$ cat src/rtl/imem_pkg.sv
// rtl/imem_pkg.sv - shared opcodes, instruction field positions and fetch state encoding
package imem_pkg;

    localparam int ADDR_W_DEF    = 8;
    localparam int INSTR_W_DEF   = 8;
    localparam int MEM_DEPTH_DEF = 32;

    localparam logic [1:0] OP_ADD = 2'b00;
    localparam logic [1:0] OP_LW  = 2'b01;
    localparam logic [1:0] OP_SW  = 2'b10;
    localparam logic [1:0] OP_J   = 2'b11;

    localparam int OPC_HI = 7;
    localparam int OPC_LO = 6;
    localparam int RS_HI  = 5;
    localparam int RS_LO  = 4;
    localparam int RT_HI  = 3;
    localparam int RT_LO  = 2;
    localparam int RD_HI  = 1;
    localparam int RD_LO  = 0;
    localparam int JT_HI  = 5;
    localparam int JT_LO  = 0;
    localparam int JT_W   = JT_HI - JT_LO + 1;

    typedef enum logic {
        ST_IDLE = 1'b0,
        ST_RUN  = 1'b1
    } fetch_state_e;

    function automatic logic is_jump(input logic [1:0] opcode);
        return opcode == OP_J;
    endfunction

endpackage

$ cat src/rtl/fetch_pc_next.sv
// rtl/fetch_pc_next.sv - next-PC mux: redirect over jump over PC+1, all wrapped to MEM_DEPTH
module fetch_pc_next
    import imem_pkg::*;
#(
    parameter int ADDR_W    = ADDR_W_DEF,
    parameter int MEM_DEPTH = MEM_DEPTH_DEF
) (
    input  logic [ADDR_W-1:0] pc,
    input  logic              redirect_valid,
    input  logic [ADDR_W-1:0] redirect_addr,
    input  logic              jump_take,
    input  logic [JT_W-1:0]   jump_target,
    output logic [ADDR_W-1:0] next_pc
);

    // MEM_DEPTH is a power of two, so "mod MEM_DEPTH" is a plain bit mask
    localparam logic [ADDR_W-1:0] WRAP_MASK = ADDR_W'(MEM_DEPTH - 1);

    // Later assignments win: redirect beats jump beats sequential
    always_comb begin
        next_pc = (pc + ADDR_W'(1)) & WRAP_MASK;
        if (jump_take) begin
            next_pc = ADDR_W'(jump_target) & WRAP_MASK;
        end
        if (redirect_valid) begin
            next_pc = redirect_addr & WRAP_MASK;
        end
    end

endmodule

$ cat src/rtl/imem_fetch.sv
// rtl/imem_fetch.sv - fetch stage: PC, IR and valid/ready hand-off to decode (option: IMEM_FETCH_JUMP_EN)
module imem_fetch
    import imem_pkg::*;
#(
    parameter int ADDR_W    = ADDR_W_DEF,
    parameter int INSTR_W   = INSTR_W_DEF,
    parameter int MEM_DEPTH = MEM_DEPTH_DEF,
    parameter int RESET_PC  = 0
) (
    input  logic               clk,
    input  logic               reset,
    output logic [ADDR_W-1:0]  Read_Address,
    input  logic [INSTR_W-1:0] instruction,
    input  logic               fetch_en,
    input  logic               redirect_valid,
    input  logic [ADDR_W-1:0]  redirect_addr,
    output logic               if_valid,
    input  logic               if_ready,
    output logic [INSTR_W-1:0] if_instr,
    output logic [ADDR_W-1:0]  if_pc,
    output logic [15:0]        instr_count
);

    fetch_state_e       state_q, state_d;
    logic [ADDR_W-1:0]  pc_q, pc_d;
    logic               if_valid_q, if_valid_d;
    logic [INSTR_W-1:0] if_instr_q, if_instr_d;
    logic [ADDR_W-1:0]  if_pc_q, if_pc_d;
    logic [15:0]        count_q, count_d;

    logic               slot_free;
    logic               load;
    logic               jump_take;
    logic [ADDR_W-1:0]  next_pc;

    assign slot_free = !if_valid_q || if_ready;
    assign load      = fetch_en && slot_free && !redirect_valid;

`ifdef IMEM_FETCH_JUMP_EN
    // Jumps resolve here so the target is fetched on the very next cycle
    assign jump_take = load && is_jump(instruction[OPC_HI:OPC_LO]);
`else
    assign jump_take = 1'b0;
`endif

    fetch_pc_next #(
        .ADDR_W    (ADDR_W),
        .MEM_DEPTH (MEM_DEPTH)
    ) u_pc_next (
        .pc             (pc_q),
        .redirect_valid (redirect_valid),
        .redirect_addr  (redirect_addr),
        .jump_take      (jump_take),
        .jump_target    (instruction[JT_HI:JT_LO]),
        .next_pc        (next_pc)
    );

    // Next-state: run state, PC advance, IR load/flush/drain and acceptance counter
    always_comb begin
        state_d    = state_q;
        pc_d       = pc_q;
        if_valid_d = if_valid_q;
        if_instr_d = if_instr_q;
        if_pc_d    = if_pc_q;
        count_d    = count_q + 16'(if_valid_q && if_ready);

        case (state_q)
            ST_IDLE: if (fetch_en)  state_d = ST_RUN;
            ST_RUN:  if (!fetch_en) state_d = ST_IDLE;
            default: state_d = ST_IDLE;
        endcase

        if (redirect_valid) begin
            pc_d       = next_pc;
            if_valid_d = 1'b0;
        end else if (load) begin
            pc_d       = next_pc;
            if_valid_d = 1'b1;
            if_instr_d = instruction;
            if_pc_d    = pc_q;
        end else if (if_valid_q && if_ready) begin
            if_valid_d = 1'b0;
        end
    end

    // State, PC, IR and counter registers
    always_ff @(posedge clk or posedge reset) begin
        if (reset) begin
            state_q    <= ST_IDLE;
            pc_q       <= ADDR_W'(RESET_PC);
            if_valid_q <= 1'b0;
            if_instr_q <= '0;
            if_pc_q    <= '0;
            count_q    <= '0;
        end else begin
            state_q    <= state_d;
            pc_q       <= pc_d;
            if_valid_q <= if_valid_d;
            if_instr_q <= if_instr_d;
            if_pc_q    <= if_pc_d;
            count_q    <= count_d;
        end
    end

    assign Read_Address = pc_q;
    assign if_valid     = if_valid_q;
    assign if_instr     = if_instr_q;
    assign if_pc        = if_pc_q;
    assign instr_count  = count_q;

endmodule
$ cat config.mk
export PLATFORM = sky130hd
export DESIGN_NAME = imem_fetch
export DESIGN_NICKNAME = d
export VERILOG_FILES = /design/src/rtl/imem_pkg.sv /design/src/rtl/fetch_pc_next.sv /design/src/rtl/imem_fetch.sv
export SDC_FILE = /design/constraint.sdc
export NUM_CORES = 1
export LEC_CHECK = 0
export CAP_MARGIN = 20
export CORE_MARGIN = 10
export CORE_UTILIZATION = 45
export CTS_BUF_LIST = sky130_fd_sc_hd__clkbuf_8
export CTS_CLUSTER_SIZE = 10
export DETAILED_ROUTE_END_ITERATION = 7
export HOLD_SLACK_MARGIN = 0.05
export PLACE_DENSITY_LB_ADDON = 0.1
export SLEW_MARGIN = 0
export SYNTH_ARGS = -nofsm -noshare
export SYNTH_HDL_FRONTEND = slang
export SYNTH_SLANG_ARGS = --single-unit
$ cat constraint.sdc
create_clock -name clk -period 1.7 [get_ports clk]
set_input_delay 0.51 -clock clk [delete_from_list [all_inputs] [get_ports clk]]
set_output_delay 0.51 -clock clk [all_outputs]
set_load 0.05 [all_outputs]
# Word-level counts from Yosys, hierarchy flattened
# Cells that the tools add are included.
# word_totals
regBits	41
inputBits	21
out_inout_bits	41
# op_classes
bitwise_logic	1
n_mux	6
reduce_logical	9
n_addsub	2
# ops
cell	count
$add 16x1->16	1
$mux 8	2
$add 5x1->5 const B	1
$mux 5	1
$logic_and 1x1->1	3
$mux 1	3
$reduce_bool 3->1	1
$logic_not 1->1	2
$reduce_and 2->1	1
$reduce_bool 2->1	1
$logic_or 1x1->1	1
$not 1->1	1

# Longest topological paths before layout
# Gate-level depths: netlist (run 1).
# logic_depth
ltp_word	6
depth_mapped	6
ltp_nobuf	6

# Hierarchy
# A second synthesis (run 1) with hierarchy kept.
# hier_totals
cells_unflattened	146
area_unflattened_um2	1851.8
# modules_own_cells
mod	cells_per_inst	area_per_inst_um2	n_inst	seq_area_each_um2
imem_fetch	117	1659.1	1	1026.0
fetch_pc_next	29	192.7	1	0.0

# Worst setup path after synthesis (run 1)
# No wires, ideal clock.
# synth_path
path_kind	flip-flop to flip-flop
start	register if_valid_q (netlist: if_valid)
end	register count_q[12] (netlist: instr_count[12])
path_buffers	0
arrival_time_ns	1.674
required_time_ns	1.555
path_stages_with_launch	7
path_slack_ns	-0.119
synth_period_minus_slack_ns	1.819
setup_ns	0.145
cell_sequence	dfrtp_1 -> and2_2 -> ha_1 -> ha_1 -> nand2_1 -> nor4_1 -> xor2_1
# synth_between
elab_chain_cells	2
# synth_rtl
element	line	rtl
start, declared	imem_fetch.sv:26	logic if_valid_q, if_valid_d;
start signal, assigned	imem_fetch.sv:98	if_valid_q <= if_valid_d;
$logic_and 1x1->1	imem_fetch.sv:65	count_d = count_q + 16'(if_valid_q && if_ready);
$add 16x1->16	imem_fetch.sv:65	
net count_d[12]	imem_fetch.sv:29	logic [15:0] count_q, count_d;
end signal, assigned	imem_fetch.sv:101	count_q <= count_d;
end, declared	imem_fetch.sv:29	
# The timed path passes the listed nets, and every way through them passes these cells.
# A chain may end at the register's enable or synchronous reset.

# Final worst setup path (run 1)
# layout_path
start	input port redirect_valid
end	register if_pc_q[1] (netlist: if_pc[1])
# layout_between
elab_chain_cells	3
# layout_rtl
element	line	rtl
start, declared	imem_fetch.sv:15	input logic redirect_valid,
$logic_not 1->1	imem_fetch.sv:37	assign load = fetch_en && slot_free && !redirect_valid;
$logic_and 1x1->1	imem_fetch.sv:37	
$reduce_and 2->1 (no line) *	--	
end signal, assigned	imem_fetch.sv:100	if_pc_q <= if_pc_d;
end, declared	imem_fetch.sv:28	logic [ADDR_W-1:0] if_pc_q, if_pc_d;
# Every way passes the cells marked *; elsewhere a longest branch is shown, timed or not.

==> impl_metrics.csv, run 1 <==
group,metric,value,unit
grt,grt_pass1_wl,6910,microns
yosys,async_flop_share,100,%
floorplanning,fp.dieArea,0.00634,sq mm
floorplanning,ios,62,
yosys,synth.distinct_cells,31,
timing,hold_viol,0,
power,worst_ir_drop_vdd,1.31,mV
clock_network,cts_tree,"built",
cells_and_area,finalNetCount,229,
yosys,syn_area_per_cell,11.9,sq um
floorplanning,fp.dieH,79.6,microns
drt,routed_wl,4230,microns
clock_network,numCtsBuffers,5,
floorplanning,initial_utilization,47.2,%
grt,grt-ovfl-total,0,
grt,grt_max_degree,36,
drt,dr.pass1.iters,4,
drt,initialDrtViolationCount,31,
timing,finalSetupViolCount,0,
clock_network,cts-htree-levels,2,
yosys,ys_ff_latch,35,
clock_network,clk_path_buf_depth,2,
yosys,ys_seq_area_share,54.7,%
clock_network,clk_latency,280,ps
drt,via_count,1259,
yosys,ys.flop_type,"dfrtp_1",
cells_and_area,syn_to_final_growth,71.8,%
cells_and_area,multi_input_area,721,sq um
timing,finalMaxSlewViolations,0,
power,powerDensity,1140,mW/mm^2
timing,layout_min_cycle_time,1560,ps
grt,grtUsageTotal,14.0,%
timing,period_share,91.5,%
cells_and_area,ff_latch_area,877,sq um
clock_network,cts_setup_buffers,0,
timing,postLayoutSetupSlackWorst,144,ps
drt,ant_nets,0,
clock_network,path_clk_slew,60,ps
worst_setup_path,end_kind,"flip-flop",
worst_setup_path,crit_type,"primary input to flip-flop",
cells_and_area,fillCellCount,182,
drt,avgViaCountPerCell,5.02,
worst_setup_path,path_cells,"clkdlybuf4s50_1 -> nor3_4 -> buf_4 -> mux2_2",
timing,fmax,643,MHz
yosys,netlist_area,0.00160,sq mm
placement,gp_congestion,0.790,
timing,skew,2.99,ps
worst_setup_path,critPathLaunchType,"primary input",
hold_path,holdPathStages,1,
clock_network,clock_sinks,35,
drt,wl_per_cell,16.8,microns
outcome,outcome,"finished, final reports clean",
cells_and_area,n_antenna_cell,0,
floorplanning,std_cell_rows,21,
power,total_leakage_power,0.00128,uW
floorplanning,dieWidth,79.6,microns
grt,antenna_found_initial,0,
yosys,synth-warning-count,0,
placement,place_ws,-465,ps
placement,hpwl,3290,microns
hold_path,hold_class,"flip-flop to flip-flop",
yosys,syn_inst,134,
timing,tns,0,ps
cells_and_area,final_cell_area,0.00275,sq mm
cells_and_area,layout-drive-gt1-share,37.6,%
clock_network,holdBufCountCts,0,
yosys,synth_edf_count,0,
clock_network,cts_root_buf,"clkbuf_8",
placement,port-buffer-count,52,
floorplanning,core-area,0.00339,sq mm
worst_setup_path,crit_path_top_delay_cell,"clkdlybuf4s50_1",
worst_setup_path,arrival,1730,ps
worst_setup_path,critPathMaxFanout,6,
worst_setup_path,slowest_delay,470,ps
drt,drc,0,
placement,placed_cell_area,0.00260,sq mm
timing,rsz0062_at_grt,"false",
cells_and_area,fin_util,81.1,%
grt,grt_pass1_vias,1353,
worst_setup_path,crit_required,1870,ps
flow_run,drv_cap,0,
worst_setup_path,rr_worst_depth,4,
[path summary, 6_finish.rpt]
path	from	end	slack [ps]
worst max-delay path	redirect_valid	if_pc[1]$_DFFE_PP0P_	140
worst min register to register	instr_count[15]$_DFF_PP0_	instr_count[15]$_DFF_PP0_	530
worst max register to register	Read_Address[0]$_DFFE_PP0P_	Read_Address[4]$_DFFE_PP0P_	200
max in group asynchronous	reset	if_valid$_DFFE_PP0P_	940
worst min-delay path	instr_count[15]$_DFF_PP0_	instr_count[15]$_DFF_PP0_	530
min in group asynchronous	reset	if_instr[3]$_DFFE_PP0P_	580
[critical path, delay by kind of cell]
kind                   cells  cell delay, ps
buffers and inverters      2             650
multiplexers               1             330
AND/OR/NAND/NOR            1             230
[area by class of cell]
cell class,instances,area share [%]
multi-input cells,91,26.2
well taps,46,2.09
inverters,5,0.683
clock buffers,5,2.50
clock inverters,3,0.455
repair buffers,66,36.1
flip-flops and latches,35,31.9
[cells in the mapped netlist, types with 2 or more instances]
master | n | area, sq um
xnor2_1 | 4 | 35.0
dfrtp_1 | 35 | 876
a31oi_1 | 4 | 25.0
nor4_1 | 4 | 25.0
or3_1 | 2 | 12.5
nor3_1 | 3 | 15.0
mux2_1 | 2 | 22.5
nand4_1 | 3 | 18.8
o21ai_0 | 3 | 15.0
buf_4 | 7 | 52.6
nor2_1 | 8 | 30.0
xor2_1 | 10 | 87.6
inv_1 | 4 | 15.0
ha_1 | 4 | 50.1
mux2_2 | 11 | 124
nand2_1 | 7 | 26.3
nand3_1 | 9 | 45.0
[stage by stage]
stage / total power [uW] / instances / hold WS [ps]
6_report: 3130 / 251 / 533
5_1_grt: 3260 / 251 / 571
4_1_cts: 3160 / 251 / 536
3_5_place_dp: 2560 / 243 / 527
3_3_place_gp: 2530 / 243 / 517
2_1_floorplan: 1780 / 139 / 569
[power breakdown]
part	switching [uW]	total [uW]	internal [uW]	leakage, uW
combinational	692	1360	671	0.000800
sequential	253	1220	966	0.000426
clock	276	551	275	0.0000505
total	1220	3130	1910	0.00128
[cell usage in the layout, fill, tap and decap left out, types with 3 or more instances in the layout]
cell,instances
o21ai_0,3
inv_1,6
nand2_1,6
a31oi_1,4
xor2_1,10
mux2_2,11
nand4_1,3
buf_4,12
nor3_1,3
clkdlybuf4s50_1,15
xnor2_1,4
conb_1,6
nor2_1,8
dfrtp_1,34
clkbuf_8,5
buf_12,36
nand3_1,8
[cell families (layout without fill, tap and decap cells)]
kind of cell | count (synthesis) | in the layout | synth area share (%)
buffers and inverters | 13 | 79 | 5.16
other | 1 | 6 | 0.234
AO/OA/AOI/OAI | 10 | 10 | 3.83
multiplexers | 13 | 13 | 9.15
AND/OR/NAND/NOR | 44 | 44 | 16.1
adder cells (fa/ha/maj) | 4 | 4 | 3.13
flip-flops | 35 | 35 | 54.7
XOR/XNOR | 14 | 14 | 7.66
[layer usage]
| metal | routed length [microns] | global-route usage [%] | up-vias |
|---|---|---|---|
| li1 | - | - | 599 |
| met1 | 1630 | 14.8 | 605 |
| met2 | 2150 | 24.3 | 47 |
| met3 | 363 | 6.31 | 8 |
| met4 | 82 | 4.66 | 0 |
| met5 | 0 | 0 | - |
[registers in the layout (all words and copies together) (netlist names)]
signal	flops
if_valid	1
if_instr	8
instr_count	16
if_pc	5
Read_Address	5
[timing repair]
item | 4_1_cts | 5_1_grt
endpoints found under the setup margin | 9 | 15
pin swaps | 2 | 0
gates resized for setup | 12 | 3
endpoints found under the hold margin | 0 | 0
(Power assumes the default switching activity.)
==> run 2: changes to the inputs <==
CORE_MARGIN = not set   (was 10)
PLACE_DENSITY = 0.82   (was not set)
PLACE_DENSITY_LB_ADDON = not set   (was 0.1)
==> run 2 against run 1 <==
  * Combinational power about the same
  * First-iteration DRC count rose by 110%
  * Sequential share of layout area down 0.36 points
  * Die area is 40% lower
  * Critical path depth unchanged
  * Fmax fell by 2.9%
  * Critical path type unchanged
  * Critical endpoint is now if_instr[0]$_DFFE_PP0P_
  * Largest cell class unchanged
  * Largest power group unchanged
==> impl_metrics.csv, run 2 (synthesis gave the netlist of run 1 again) <==
group,metric,value,unit
outcome,outcome,"finished, final reports clean",
worst_setup_path,crit_type,"primary input to flip-flop",
worst_setup_path,arrival,1780,ps
power,swShare,38.1,%
floorplanning,core-area,0.00336,sq mm
clock_network,cts_root_buf,"clkbuf_8",
grt,grt_pass1_vias,1329,
grt,grtUsageTotal,25.2,%
worst_setup_path,slowest_delay,470,ps
power,powerDensity,1160,mW/mm^2
power,total_leakage_power,0.00128,uW
power,power.internal,2000,uW
timing,period_share,94.2,%
placement,hpwl,2940,microns
timing,finalSetupViolCount,0,
worst_setup_path,critPathLaunchType,"primary input",
floorplanning,std_cell_rows,21,
timing,hold-worst-slack,543,ps
clock_network,path_clk_slew,70,ps
clock_network,clk_path_buf_depth,2,
power,pwr-share-clk,20.2,%
clock_network,cts_setup_buffers,0,
power,worst_ir_drop_vdd,0.845,mV
timing,skew,5.29,ps
worst_setup_path,critPathMaxFanout,8,
clock_network,cts_tree,"built",
placement,gp_congestion,0.845,
cells_and_area,syn_to_final_growth,73.7,%
placement,port-buffer-count,52,
timing,rsz0062_at_grt,"false",
power,power.share.combinational,42.0,%
grt,grt_pass1_wl,6530,microns
cells_and_area,fin_util,82.7,%
clock_network,cts-htree-levels,2,
floorplanning,fp.dieH,61.6,microns
drt,via_count,1286,
drt,routed_wl,4060,microns
grt,grt_max_degree,36,
cells_and_area,layout-drive-gt1-share,39.7,%
clock_network,clk_latency,290,ps
cells_and_area,fillCellCount,179,
worst_setup_path,cp_top_family,"buffers and inverters",
worst_setup_path,path_cells,"clkdlybuf4s50_1 -> nor3_4 -> buf_6 -> mux2_2",
timing,finalMaxSlewViolations,0,
worst_setup_path,crit_buf_inv,2,
cells_and_area,finalNetCount,228,
worst_setup_path,crit_path_top_delay_cell,"clkdlybuf4s50_1",
grt,antenna_found_initial,0,
drt,ant_nets,0,
cells_and_area,final_common_cell,"buf_12",
clock_network,numCtsBuffers,5,
drt,wl_per_cell,16.2,microns
floorplanning,ios,62,
floorplanning,initial_utilization,47.6,%
hold_path,hold_class,"flip-flop to flip-flop",
worst_setup_path,end_kind,"flip-flop",
cells_and_area,layout_common_cells,"buf_12 (36), dfrtp_1 (34), clkdlybuf4s50_1 (15)",
drt,dr.pass1.iters,4,
floorplanning,dieWidth,61.6,microns
flow_run,drv_cap,0,
clock_network,clock_sinks,35,
placement,place_ws,-436,ps
cells_and_area,n_antenna_cell,0,
timing,fmax,624,MHz
worst_setup_path,crit_required,1870,ps
drt,avgViaCountPerCell,5.14,
grt,grt-ovfl-total,0,
timing,hold_viol,0,
floorplanning,fp.dieArea,0.00380,sq mm
timing,layout_min_cycle_time,1600,ps
power,p_seq_share,37.8,%
power,power_switching,1230,uW
drt,initialDrtViolationCount,64,
clock_network,holdBufCountCts,0,
cells_and_area,largest_reg_flops,16,
drt,drc,0,
timing,postLayoutSetupSlackWorst,97.9,ps
## run 2: final timing paths
path / from / endpoint / slack [ps] / cells past startpoint
setup / recovery: redirect_valid / if_instr[0]$_DFFE_PP0P_ / 100 / 4
hold / removal: instr_count[15]$_DFF_PP0_ / instr_count[15]$_DFF_PP0_ / 540 / 1
setup reg to reg: if_valid$_DFFE_PP0P_ / if_instr[7]$_DFFE_PP0P_ / 170 / 4
hold reg to reg: instr_count[15]$_DFF_PP0_ / instr_count[15]$_DFF_PP0_ / 540 / 1
max in group asynchronous: reset / instr_count[13]$_DFF_PP0_ / 960 / 3
min in group asynchronous: reset / if_valid$_DFFE_PP0P_ / 560 / 3
## run 2: power groups by stage
stage	sequential (uW)	combinational [uW]	clock (uW)
after floorplan	1580	205	0
after global placement	1200	1310	0
after detailed placement	1210	1340	0
after CTS	1220	1350	671
after global routing	1240	1410	706
final	1220	1360	652
## run 2: worst reg2reg max path, stage by stage (launching register included)
cell and delay (ps):
dfrtp_2 400, nor2b_1 430, nor3_4 90, buf_6 160
mux2_1 310
## run 2: area by class of cell
type | count | area, sq um | share of cell area [%]
Timing Repair Buffer | 65 | 990 | 35.6
Sequential cell | 35 | 877 | 31.5
Multi-Input combinational cell | 91 | 737 | 26.5
Clock buffer | 7 | 96.3 | 3.47
Tap cell | 46 | 57.6 | 2.07
Inverter | 5 | 18.8 | 0.675
Clock inverter | 1 | 3.75 | 0.135
## run 2: timing repair
action	CTS	global route
gates resized for setup	15	4
pin swaps	3	1
endpoints found under the hold margin	0	0
endpoints found under the setup margin	15	13
## run 2: stage by stage
stage / TNS, ps / cell area (sq um) / cells / total power [uW]
after floorplan: 0 / 1620 / 139 / 1780
after detailed placement: -9480 / 2590 / 242 / 2550
after CTS: 0 / 2770 / 250 / 3240
after global placement: -7580 / 2590 / 242 / 2510
after global routing: 0 / 2780 / 250 / 3360
final: 0 / 2780 / 250 / 3230
## run 2: routing by layer
metal | share of wire (%) | vias to the layer above | GRT usage (%)
li1 | - | 596 | -
met5 | 0 | - | 0
met4 | 2.0 | 0 | 9.21
met3 | 7.0 | 7 | 8.61
met2 | 54 | 65 | 44.2
met1 | 37 | 618 | 28.5
==> run 3: changes to the inputs <==
REMOVE_ABC_BUFFERS = 1   (was not set)
==> run 3 against run 2 <==
  * Cell count shrank 0.40%
  * Clock power decreased by 11%
  * Clock skew increased by 2.6 ps
  * Final area is 0.90% lower
  * Non-clock buffer count is 1 lower
  * Largest cell class unchanged
==> impl_metrics.csv, run 3 (synthesis gave the netlist of run 1 again) <==
group,metric,value,unit
timing,rsz0062_at_grt,"false",
timing,layout_min_cycle_time,1570,ps
drt,avgViaCountPerCell,5.22,
drt,wl_per_cell,15.9,microns
grt,antenna_found_initial,0,
floorplanning,ios,62,
hold_path,hold_path_end,"instr_count[15]$_DFF_PP0_",
drt,initialDrtViolationCount,18,
clock_network,cts_tree,"built",
clock_network,clk_latency,290,ps
power,powerDensity,1140,mW/mm^2
grt,grt_pass1_wl,6350,microns
cells_and_area,layout-drive-gt1-share,37.9,%
clock_network,numCtsBuffers,5,
timing,fmax,636,MHz
grt,grt_max_degree,36,
clock_network,clk_path_buf_depth,2,
floorplanning,fp.dieH,61.6,microns
worst_setup_path,reg2reg_slack,180,ps
floorplanning,std_cell_rows,21,
clock_network,cts_root_buf,"clkbuf_8",
drt,dr.pass1.iters,4,
grt,grtUsageTotal,23.9,%
timing,period_share,92.5,%
clock_network,cts-htree-levels,2,
drt,routed_wl,3950,microns
drt,ant_nets,0,
timing,finalSetupViolCount,0,
cells_and_area,multi_input_area,731,sq um
cells_and_area,fillCellCount,195,
floorplanning,core-area,0.00336,sq mm
worst_setup_path,crit_type,"primary input to flip-flop",
drt,via_count,1300,
hold_path,hold_class,"flip-flop to flip-flop",
cells_and_area,n_antenna_cell,0,
cells_and_area,largest_reg_flops,16,
worst_setup_path,timing.rr.start,"if_valid$_DFFE_PP0P_",
grt,grt-ovfl-total,0,
worst_setup_path,critPathMaxFanout,13,
placement,hpwl,2970,microns
outcome,outcome,"finished, final reports clean",
placement,gp_congestion,0.870,
floorplanning,initial_utilization,47.6,%
clock_network,cts_setup_buffers,0,
cells_and_area,final_common_cell,"buf_12",
worst_setup_path,arrival,1750,ps
worst_setup_path,r2r_end,"instr_count[11]$_DFF_PP0_",
power,worst_ir_drop_vdd,0.692,mV
flow_run,drv_cap,0,
drt,drc,0,
hold_path,worstHoldStart,"instr_count[15]$_DFF_PP0_",
timing,finalMaxSlewViolations,0,
power,total_leakage_power,0.00127,uW
cells_and_area,ff_latch_area,876,sq um
cells_and_area,fin_util,81.9,%
clock_network,path_clk_slew,80,ps
hold_path,holdPathStages,1,
cells_and_area,finalNetCount,227,
placement,port-buffer-count,52,
worst_setup_path,rr_worst_depth,6,
worst_setup_path,critPathLaunchType,"primary input",
floorplanning,fp.dieArea,0.00380,sq mm
grt,grt_pass1_vias,1365,
power,p_total,3150,uW
cells_and_area,syn_to_final_growth,72.2,%
timing,hold_viol,0,
worst_setup_path,end_kind,"flip-flop",
clock_network,clock_sinks,35,
cells_and_area,layout_common_cells,"buf_12 (37), dfrtp_1 (35), clkdlybuf4s50_1 (15)",
timing,skew,7.86,ps
worst_setup_path,crit_required,1880,ps
floorplanning,dieWidth,61.6,microns
-- run 3: critical path: stages --
cell	delay, ps
dlygate4sd2_1	240
buf_4	130
nor2b_1	330
nor3_4	70
buf_12	160
mux2_1	300
-- run 3: timing repair --
| item | in CTS | in global routing |
|---|---|---|
| setup endpoints to repair | 19 | 6 |
| hold buffers | 0 | 0 |
| pin swaps | 3 | 0 |
| gates resized for setup | 14 | 2 |
| endpoints found under the hold margin | 0 | 0 |
-- run 3: routing by layer --
metal | GRT usage (%) | part of all wire, %
met2 | 41.2 | 52
met3 | 8.61 | 7.7
met5 | 0 | 0
met4 | 10.5 | 2.1
met1 | 26.6 | 38
-- run 3: through the flow --
step	setup TNS (ps)	hold WS (ps)	cells	cell area, sq um	worst slack [ps]
final	0	525	249	2760	128
after global routing	0	576	249	2760	58.6
after CTS	0	531	249	2750	6.03
after detailed placement	-9440	521	241	2600	-441
after global placement	-8190	514	241	2600	-379
after floorplan	-764	573	131	1560	-119
-- run 3: how the worst max path moves through the flow --
stage	startpoint	to	slack [ps]	depth (start not counted)
floorplan	if_valid$_DFFE_PP0P_	instr_count[12]$_DFF_PP0_	-120	6
global placement	if_ready	instr_count[12]$_DFF_PP0_	-380	7
detailed placement	if_ready	instr_count[12]$_DFF_PP0_	-440	7
CTS	fetch_en	if_pc[4]$_DFFE_PP0P_	6	5
global route	if_valid$_DFFE_PP0P_	instr_count[11]$_DFF_PP0_	60	6
finish	if_ready	if_instr[7]$_DFFE_PP0P_	130	6
-- run 3: power by group --
group | internal (uW) | switching [uW]
registers | 964 | 258
clock network | 280 | 302
logic | 665 | 677
-- run 3: area by class of cell --
cell class | count | share of cell area, %
Clock buffer | 5 | 2.50
Clock inverter | 3 | 0.590
Inverter | 5 | 0.681
Multi-Input combinational cell | 91 | 26.5
Sequential cell | 35 | 31.8
Tap cell | 46 | 2.09
Timing Repair Buffer | 64 | 35.8
